## src/rtl/vga_scan_gen_if.sv

```systemverilog
// ---------------------------------------------------------------------------
// vga_scan_gen_if
//   Raster scan bus produced by vga_scan_gen and consumed by the overlay and
//   text renderers.
//   Signals:
//     x, y         current pixel coordinate (h_cnt / v_cnt, not clamped)
//     video_on     coordinate lies inside the visible area
//     hsync/vsync  sync outputs at the configured polarity
//     pix_tick     last system clock of the current pixel period
//     line_start   one-clk strobe at the start of every line
//     frame_start  one-clk strobe at the start of every frame
//     frame_cnt    frames completed since reset (wraps)
//   Modports: master (generator drives), slave (renderers observe).
// ---------------------------------------------------------------------------
interface vga_scan_gen_if;
   logic [9:0] x;
   logic [9:0] y;
   logic       video_on;
   logic       hsync;
   logic       vsync;
   logic       pix_tick;
   logic       line_start;
   logic       frame_start;
   logic [7:0] frame_cnt;

   modport master (
      output x, y, video_on, hsync, vsync,
      output pix_tick, line_start, frame_start, frame_cnt
   );

   modport slave (
      input x, y, video_on, hsync, vsync,
      input pix_tick, line_start, frame_start, frame_cnt
   );
endinterface

```

## src/rtl/vga_scan_gen.sv

```systemverilog
// ---------------------------------------------------------------------------
// vga_scan_gen
//   Raster timing generator. Divides clk down to the pixel rate, runs the
//   horizontal/vertical counters and decodes sync, blanking and line/frame
//   strobes for the renderers and game logic.
//   Ports:
//     clk      system clock, all state on the rising edge
//     reset    synchronous, active-high reset
//     scan_o   raster scan bus (vga_scan_gen_if.master)
// ---------------------------------------------------------------------------
module vga_scan_gen #(
   parameter int H_ACTIVE = 640,
   parameter int H_FP     = 16,
   parameter int H_SYNC   = 96,
   parameter int H_BP     = 48,
   parameter int V_ACTIVE = 480,
   parameter int V_FP     = 10,
   parameter int V_SYNC   = 2,
   parameter int V_BP     = 33,
   parameter int CLK_DIV  = 4,
   parameter bit SYNC_POL = 1'b0
) (
   input  logic           clk,
   input  logic           reset,
   vga_scan_gen_if.master scan_o
);

   localparam int H_TOTAL = H_ACTIVE + H_FP + H_SYNC + H_BP;
   localparam int V_TOTAL = V_ACTIVE + V_FP + V_SYNC + V_BP;

   localparam logic [9:0] H_LAST   = 10'(H_TOTAL - 1);
   localparam logic [9:0] V_LAST   = 10'(V_TOTAL - 1);
   localparam logic [9:0] H_VIS    = 10'(H_ACTIVE);
   localparam logic [9:0] V_VIS    = 10'(V_ACTIVE);
   localparam logic [9:0] HS_FIRST = 10'(H_ACTIVE + H_FP);
   localparam logic [9:0] HS_LAST  = 10'(H_ACTIVE + H_FP + H_SYNC - 1);
   localparam logic [9:0] VS_FIRST = 10'(V_ACTIVE + V_FP);
   localparam logic [9:0] VS_LAST  = 10'(V_ACTIVE + V_FP + V_SYNC - 1);

   // A divide-by-1 still needs a one-bit counter that simply stays at zero.
   localparam int              DIV_W    = (CLK_DIV > 1) ? $clog2(CLK_DIV) : 1;
   localparam logic [DIV_W-1:0] DIV_LAST = DIV_W'(CLK_DIV - 1);

   logic [DIV_W-1:0] div_cnt_q, div_cnt_d;
   logic [9:0]       h_cnt_q,   h_cnt_d;
   logic [9:0]       v_cnt_q,   v_cnt_d;
   logic             line_start_q,  line_start_d;
   logic             frame_start_q, frame_start_d;
   logic [7:0]       frame_cnt_q,   frame_cnt_d;

   logic pix_tick;
   logic h_last;
   logic v_last;

   // NOTE: every signal written here gets a default first so no path leaves it
   // unassigned; otherwise synthesis infers a latch.
   always_comb begin
      pix_tick  = (div_cnt_q == DIV_LAST);
      h_last    = (h_cnt_q == H_LAST);
      v_last    = (v_cnt_q == V_LAST);

      div_cnt_d = pix_tick ? '0 : div_cnt_q + DIV_W'(1);
      h_cnt_d   = h_cnt_q;
      v_cnt_d   = v_cnt_q;

      // Counters only move on the pixel tick and hold otherwise.
      if (pix_tick) begin
         if (h_last) begin
            h_cnt_d = '0;
            v_cnt_d = v_last ? '0 : v_cnt_q + 10'd1;
         end else begin
            h_cnt_d = h_cnt_q + 10'd1;
         end
      end

      // Strobes are registered, so they appear on the clk after the wrap.
      line_start_d  = pix_tick & h_last;
      frame_start_d = pix_tick & h_last & v_last;
      frame_cnt_d   = frame_cnt_q + {7'd0, frame_start_d};
   end

   // NOTE: sequential state uses non-blocking assignments so every register
   // samples the pre-edge values regardless of statement order.
   always_ff @(posedge clk) begin
      if (reset) begin
         // A strobe pending in the reset cycle is discarded here.
         div_cnt_q     <= '0;
         h_cnt_q       <= '0;
         v_cnt_q       <= '0;
         line_start_q  <= 1'b0;
         frame_start_q <= 1'b0;
         frame_cnt_q   <= '0;
      end else begin
         div_cnt_q     <= div_cnt_d;
         h_cnt_q       <= h_cnt_d;
         v_cnt_q       <= v_cnt_d;
         line_start_q  <= line_start_d;
         frame_start_q <= frame_start_d;
         frame_cnt_q   <= frame_cnt_d;
      end
   end

   // Coordinate-derived outputs decode the counter registers directly, so all
   // of them change on the same clk edge.
   assign scan_o.x           = h_cnt_q;
   assign scan_o.y           = v_cnt_q;
   assign scan_o.video_on    = (h_cnt_q < H_VIS) && (v_cnt_q < V_VIS);
   assign scan_o.hsync       = ((h_cnt_q >= HS_FIRST) && (h_cnt_q <= HS_LAST)) ?
                               SYNC_POL : ~SYNC_POL;
   assign scan_o.vsync       = ((v_cnt_q >= VS_FIRST) && (v_cnt_q <= VS_LAST)) ?
                               SYNC_POL : ~SYNC_POL;
   assign scan_o.pix_tick    = pix_tick;
   assign scan_o.line_start  = line_start_q;
   assign scan_o.frame_start = frame_start_q;
   assign scan_o.frame_cnt   = frame_cnt_q;

endmodule

```

## src/flat_wrapper.sv

```systemverilog
// flat-port wrapper written by rule: the top's interface ports become plain ports
module vga_scan_gen_flat 
#(
   parameter int H_ACTIVE = 640,
   parameter int H_FP     = 16,
   parameter int H_SYNC   = 96,
   parameter int H_BP     = 48,
   parameter int V_ACTIVE = 480,
   parameter int V_FP     = 10,
   parameter int V_SYNC   = 2,
   parameter int V_BP     = 33,
   parameter int CLK_DIV  = 4,
   parameter bit SYNC_POL = 1'b0
)
  (clk, reset, scan_o_x, scan_o_y, scan_o_video_on, scan_o_hsync, scan_o_vsync, scan_o_pix_tick, scan_o_line_start, scan_o_frame_start, scan_o_frame_cnt);
  vga_scan_gen_if scan_o_i ();
  input  logic clk;
  input  logic reset;
  output wire logic [$bits(scan_o_i.x)-1:0] scan_o_x;
  output wire logic [$bits(scan_o_i.y)-1:0] scan_o_y;
  output wire logic [$bits(scan_o_i.video_on)-1:0] scan_o_video_on;
  output wire logic [$bits(scan_o_i.hsync)-1:0] scan_o_hsync;
  output wire logic [$bits(scan_o_i.vsync)-1:0] scan_o_vsync;
  output wire logic [$bits(scan_o_i.pix_tick)-1:0] scan_o_pix_tick;
  output wire logic [$bits(scan_o_i.line_start)-1:0] scan_o_line_start;
  output wire logic [$bits(scan_o_i.frame_start)-1:0] scan_o_frame_start;
  output wire logic [$bits(scan_o_i.frame_cnt)-1:0] scan_o_frame_cnt;
  assign scan_o_x = scan_o_i.x;
  assign scan_o_y = scan_o_i.y;
  assign scan_o_video_on = scan_o_i.video_on;
  assign scan_o_hsync = scan_o_i.hsync;
  assign scan_o_vsync = scan_o_i.vsync;
  assign scan_o_pix_tick = scan_o_i.pix_tick;
  assign scan_o_line_start = scan_o_i.line_start;
  assign scan_o_frame_start = scan_o_i.frame_start;
  assign scan_o_frame_cnt = scan_o_i.frame_cnt;
  vga_scan_gen #(.H_ACTIVE(H_ACTIVE), .H_FP(H_FP), .H_SYNC(H_SYNC), .H_BP(H_BP), .V_ACTIVE(V_ACTIVE), .V_FP(V_FP), .V_SYNC(V_SYNC), .V_BP(V_BP), .CLK_DIV(CLK_DIV), .SYNC_POL(SYNC_POL)) u_core (.clk(clk), .reset(reset), .scan_o(scan_o_i));
endmodule
```

## config.mk

```make
export PLATFORM = sky130hd
export DESIGN_NAME = vga_scan_gen_flat
export DESIGN_NICKNAME = d
export VERILOG_FILES = /design/src/rtl/vga_scan_gen_if.sv /design/src/rtl/vga_scan_gen.sv /design/src/flat_wrapper.sv
export SDC_FILE = /design/constraint.sdc
export NUM_CORES = 1
export LEC_CHECK = 0
export ABC_AREA = 1
export CORE_ASPECT_RATIO = 1.4
export CORE_UTILIZATION = 25
export CTS_BUF_LIST = sky130_fd_sc_hd__clkbuf_8
export DETAILED_ROUTE_END_ITERATION = 10
export GPL_TIMING_DRIVEN = 0
export PLACE_DENSITY_LB_ADDON = 0.3
export SLEW_MARGIN = 20
export SYNTH_ARGS = -nofsm -noshare
export SYNTH_HDL_FRONTEND = slang
export SYNTH_SLANG_ARGS = --single-unit
```

## constraint.sdc

```tcl
create_clock -name clk -period 2.8 [get_ports clk]
set_input_delay 0.56 -clock clk [delete_from_list [all_inputs] [get_ports clk]]
set_output_delay 0.56 -clock clk [all_outputs]
set_load 0.005 [all_outputs]
```

# == After elaboration in Yosys (flattened, before gate mapping) ==
# Index checks and enable logic that the tools add are counted.
# word_totals
regBits,32
ram_bits,0
romBits,0
latch_bits,0
mem_count,0
inputBits,2
elab_cells,30
output_inout_bits,34
# classes
mux,4
n_div,0
n_mul,0
bitwise,2
eq_ne,3
add_sub_neg,4
reduce_logical,5
magnitude_cmp,6
n_shift,0
# op_table
op,count
$add A10 B1 Y10 const B,2
$eq A10 B10 Y1 const B,2
$mux W10,2
$ge A10 B10 Y1 const B,1
$ge A10 B9 Y1 const B,1
$le A10 B10 Y1 const B,1
$le A10 B9 Y1 const B,1
$lt A10 B10 Y1 const B,1
$lt A10 B9 Y1 const B,1
$add A8 B1 Y8,1
$logic_and A1 B1 Y1,3
$add A2 B1 Y2 const B,1
$and A1 B1 Y1,2
$eq A2 B2 Y1 const B,1
$mux W1,2
$reduce_and A2 Y1,1
$reduce_or A2 Y1,1

# == Logic depth before layout (Yosys ltp) ==
# logic_depth
depth_word,4
mapped_depth,15
ltp_nobuf,15

# == Worst setup path after synthesis ==
# Ideal clock, no wire load.
# synth_path
path_kind,reg2reg
start,reg u_core.div_cnt_q[0]
end,reg u_core.frame_cnt_q[6] (netlist: u_core.scan_o.frame_cnt[6])
arrival_time_ns,2.053
required_time_ns,2.671
stages_incl_launch_ff,16
synth_period_minus_slack_ns,2.182
n_path_buf,0
path_slack_ns,0.618
setup_ns,0.129
cell_sequence,dfxtp_1 ha_1 nand2_2 nor2_4 nand2_4 nor2_8 nand2_1 inv_1 ha_1 ha_1 nand2_1 inv_1 nand2_1 nor3_1 xnor2_1 nor2_1
# synth_between
elab_chain_len,4
# synth_rtl
element,line,source
start: declaration,vga_scan_gen.sv:44,"logic [DIV_W-1:0] div_cnt_q, div_cnt_d;"
start signal: assignment,vga_scan_gen.sv:94,div_cnt_q <= div_cnt_d;
$eq A2 B2 Y1,vga_scan_gen.sv:58,pix_tick = (div_cnt_q == DIV_LAST);
via scan_o_pix_tick,flat_wrapper.sv:24,output wire logic [$bits(scan_o_i.pix_tick)-1:0] scan_o_pix_tick;
$and A1 B1 Y1 (2 in a row),vga_scan_gen.sv:78,frame_start_d = pix_tick & h_last & v_last;
via u_core.frame_start_d,vga_scan_gen.sv:48,"logic frame_start_q, frame_start_d;"
$add A8 B1 Y8,vga_scan_gen.sv:79,"frame_cnt_d = frame_cnt_q + {7'd0, frame_start_d};"
end signal: assignment,vga_scan_gen.sv:99,frame_cnt_q <= frame_cnt_d;
end: declaration,vga_scan_gen.sv:49,"logic [7:0] frame_cnt_q, frame_cnt_d;"
# The timed path passes the listed nets, and every way through them passes these cells.
# A chain may end at the register's enable or synchronous reset.

# == Worst setup path after layout ==
# layout_path
start,reg u_core.div_cnt_q[0]
end,reg u_core.frame_cnt_q[6] (netlist: u_core.scan_o.frame_cnt[6])
# layout_between
elab_chain_len,4
# layout_rtl
element,line
$eq A2 B2 Y1,vga_scan_gen.sv:58
$and A1 B1 Y1 (2 in a row),vga_scan_gen.sv:78
via u_core.frame_start_d,vga_scan_gen.sv:48
$add A8 B1 Y8,vga_scan_gen.sv:79
# The timed path passes the listed nets, and every way through them passes these cells.

==> results by group <==
Finish
  • Antenna diodes: 0
  • Commonest non-fill, non-tap cell in the layout: nor2_1
  • Non-filler cells, final: approximately 340
  • Layout cells sized above 1: 0.0630
  • FILL cells: 674
  • Layout area overhead: 31.3%
  • Most frequent cells in the layout: nor2_1, nand2_1, inv_1, clkdlybuf4s50_1, dfxtp_1
  • Final Cell Area: 2150 um2
  • Nets: between 200 and 300

Power and ir drop
  • Psw: roughly 180 uW
  • Internal power: 633 uW
  • Flop pwr share: 0.572
  • P per Cell Area: 377 nW/um2
  • Comb power frac: 0.039
  • Power, Total: around 810 uW
  • Sw Ratio: 0.219
  • Worst VDD drop: roughly 0.12 mV
  • Clk pwr share: 0.389
  • Static Leakage: between 0.0008 and 0.0009 uW

Global route
  • Global routing's busiest layer: met2
  • Largest net degree at the start of global routing: 11
  • Grt met1 use: 0.147
  • Initial antenna violation count: 0
  • Vias in the first global route: 1449
  • GR Overflow Total: 0
  • GR Util met2: 0.203
  • Total GRT Usage: 0.122
  • First-pass GRT wire length: 6560 um
  • Met3 Usage GRT: 0.0270

Setup path
  • Worst Path Arrival: 2630 ps
  • CP Capture Type: register
  • Worst R2R Setup Slack: 310 ps
  • Worst Path Required: 2940 ps
  • Crit Path Category: register to register
  • Maximum fanout along the worst path: 8
  • CP startpoint kind: register

Place
  • IO Port Bufs: 35
  • Hpwl dp: between 2000 and 3000 um
  • GPL Wtd Cong: 0.733
  • Placed cell areas: 2080 um2
  • Placed cell count: 337

Die
  • # IOs: 36
  • Die width: 70.4 um
  • Site Rows: 34
  • Die area: 6870 um2
  • Core area: around 6300 um2
  • Initial core utilization: 0.262
  • Die Span Y: 97.7 um

Timing
  • WHS: approximately 430 ps
  • Clock skew: 5.70 ps
  • Slew Limit Fails: 0
  • RSZ-0062 raised after global routing: no
  • Worst-margin pin slew: 576 ps
  • Slew margin rel.: 0.616
  • Setup TNS Final: 0 ps
  • Final count of hold timing violations: 0
  • Fmax: 402 MHz
  • Crit path time final: 2490 ps
  • Final setup vio count: 0
  • Final worst path period share: 0.888

Detailed routing
  • # DRC: 0
  • Final WL: 3850 um
  • Initial drt markers: 79
  • DR vias: around 1.5k
  • Vias per inst: ~4.4
  • Routed WL per cell: between 10 and 15 um
  • 1st-pass router iterations: 4
  • Final ANT Viol Nets: 0

Clock network
  • Clk root buf: clkbuf_8
  • CTS tree: built
  • Setup repair bufs after CTS: 0
  • H-tree Lvls: 2
  • Deepest clock path buffer count: 2
  • Clk sink count: 32
  • TritonCTS buffer count: 5
  • Worst-skew pair later-pin latency: between 200 and 300 ps
  • Reg clk slew, reported paths: 60 ps
  • Count of hold-fix buffers inserted at cts: 0

Synth
  • Register bit total from synthesis: 32
  • Share of the synthesized area in the top cell type: 0.392
  • Largest cells by area after synthesis: dfxtp_1, nor2_1, nand2_1
  • Mean Syn Cell Area: 7.11 um2
  • Syn Nets: 240
  • Register area share after synthesis: 0.392
  • YS warnings: 0
  • Mapped Cells: 230
  • Synth unique cells: 24
  • Mapped Area: 1640 um2
  • Biggest area consumer among synthesized cells: dfxtp_1

Run
  • Max-Cap Viols: 0

Worst hold path
  • Class of the most critical hold timing path: register to register

Status
  • Status: completed
==> flip-flops by register name, summed over array words and instances, names as in the netlist <==
register and cells:
u_core.scan_o.frame_cnt 8, u_core.scan_o.frame_start 1, u_core.scan_o.x 10, u_core.scan_o.y 10, u_core.scan_o.line_start 1, u_core.div_cnt_q 2
==> cell families after synthesis <==
group | Yosys count | synth area share
simple gates | 128 | 0.353
buf+inv | 38 | 0.0972
flops | 32 | 0.392
compound gates | 18 | 0.0650
fa+ha+maj | 8 | 0.0612
xor+xnor | 6 | 0.0321
==> cell type report <==
type | instances | area (um2) | share of cell area
plain buffers | 3 | 27.5 | 0.0128
clock buffers | 5 | 68.8 | 0.0321
inverters | 35 | 131 | 0.0612
multi-input cells | 160 | 838 | 0.390
flip-flops and latches | 32 | 641 | 0.298
well taps | 72 | 90.1 | 0.0420
repair buffers | 35 | 350 | 0.163
==> cells in the mapped netlist (all sizes together) <==
cell / instances
nand4: 4
xor2: 4
dfxtp: 32
o211ai: 1
o221ai: 1
buf: 1
nor4: 1
nand3: 19
clkbuf: 2
ha: 8
nor2: 51
inv: 35
a21oi: 11
a211oi: 1
xnor2: 2
nand2: 46
nor3: 7
o21ai: 4
==> power by group through the flow <==
stage	Combinational (uW)	Clock, uW	Sequential [uW]
after floorplan	19.9	0	472
after global placement	31.4	0	473
after detailed placement	31.4	0	473
after CTS	31.7	333	462
after global routing	35.8	347	463
final	31.6	315	463
==> worst max-delay path, stage by stage (launching register included) <==
cell	delay, ps
dfxtp_1	340
ha_2	270
nand2_2	110
nor2_4	130
nand2_4	80
nor2_8	170
nand2_1	230
inv_1	110
ha_1	170
ha_1	170
nand2_1	50
inv_1	60
nand2_1	80
nor3_1	190
xnor2_1	140
nor2_1	50
==> per-stage QoR <==
stage | util | setup slack, ps
finish | 0.343 | 315
global route | 0.343 | 47.8
CTS | 0.343 | 176
detailed placement | 0.332 | 203
global placement | 0.332 | 203
floorplan | - | 618
==> final timing paths <==
| path | startpoint | end | depth (start not counted) |
|---|---|---|---|
| worst min register to register | u_core.div_cnt_q[0] | u_core.div_cnt_q[0] | 1 |
| worst max-delay path | u_core.div_cnt_q[0] | u_core.scan_o.frame_cnt[6] | 15 |
| worst min-delay path | u_core.div_cnt_q[0] | u_core.div_cnt_q[0] | 1 |
| worst max register to register | u_core.div_cnt_q[0] | u_core.scan_o.frame_cnt[6] | 15 |
==> metal layers <==
metal	up-vias	routed length, um
met5	-	0
met4	0	82
met3	5	149
met2	34	1870
met1	676	1740
li1	802	-
==> timing repair <==
action                                  in CTS  in global routing
resized for setup                            0                  1
hold endpoints to repair                     0                  0
endpoints found under the setup margin       0                  2
No activity file was read; power rests on OpenSTA's default activity.
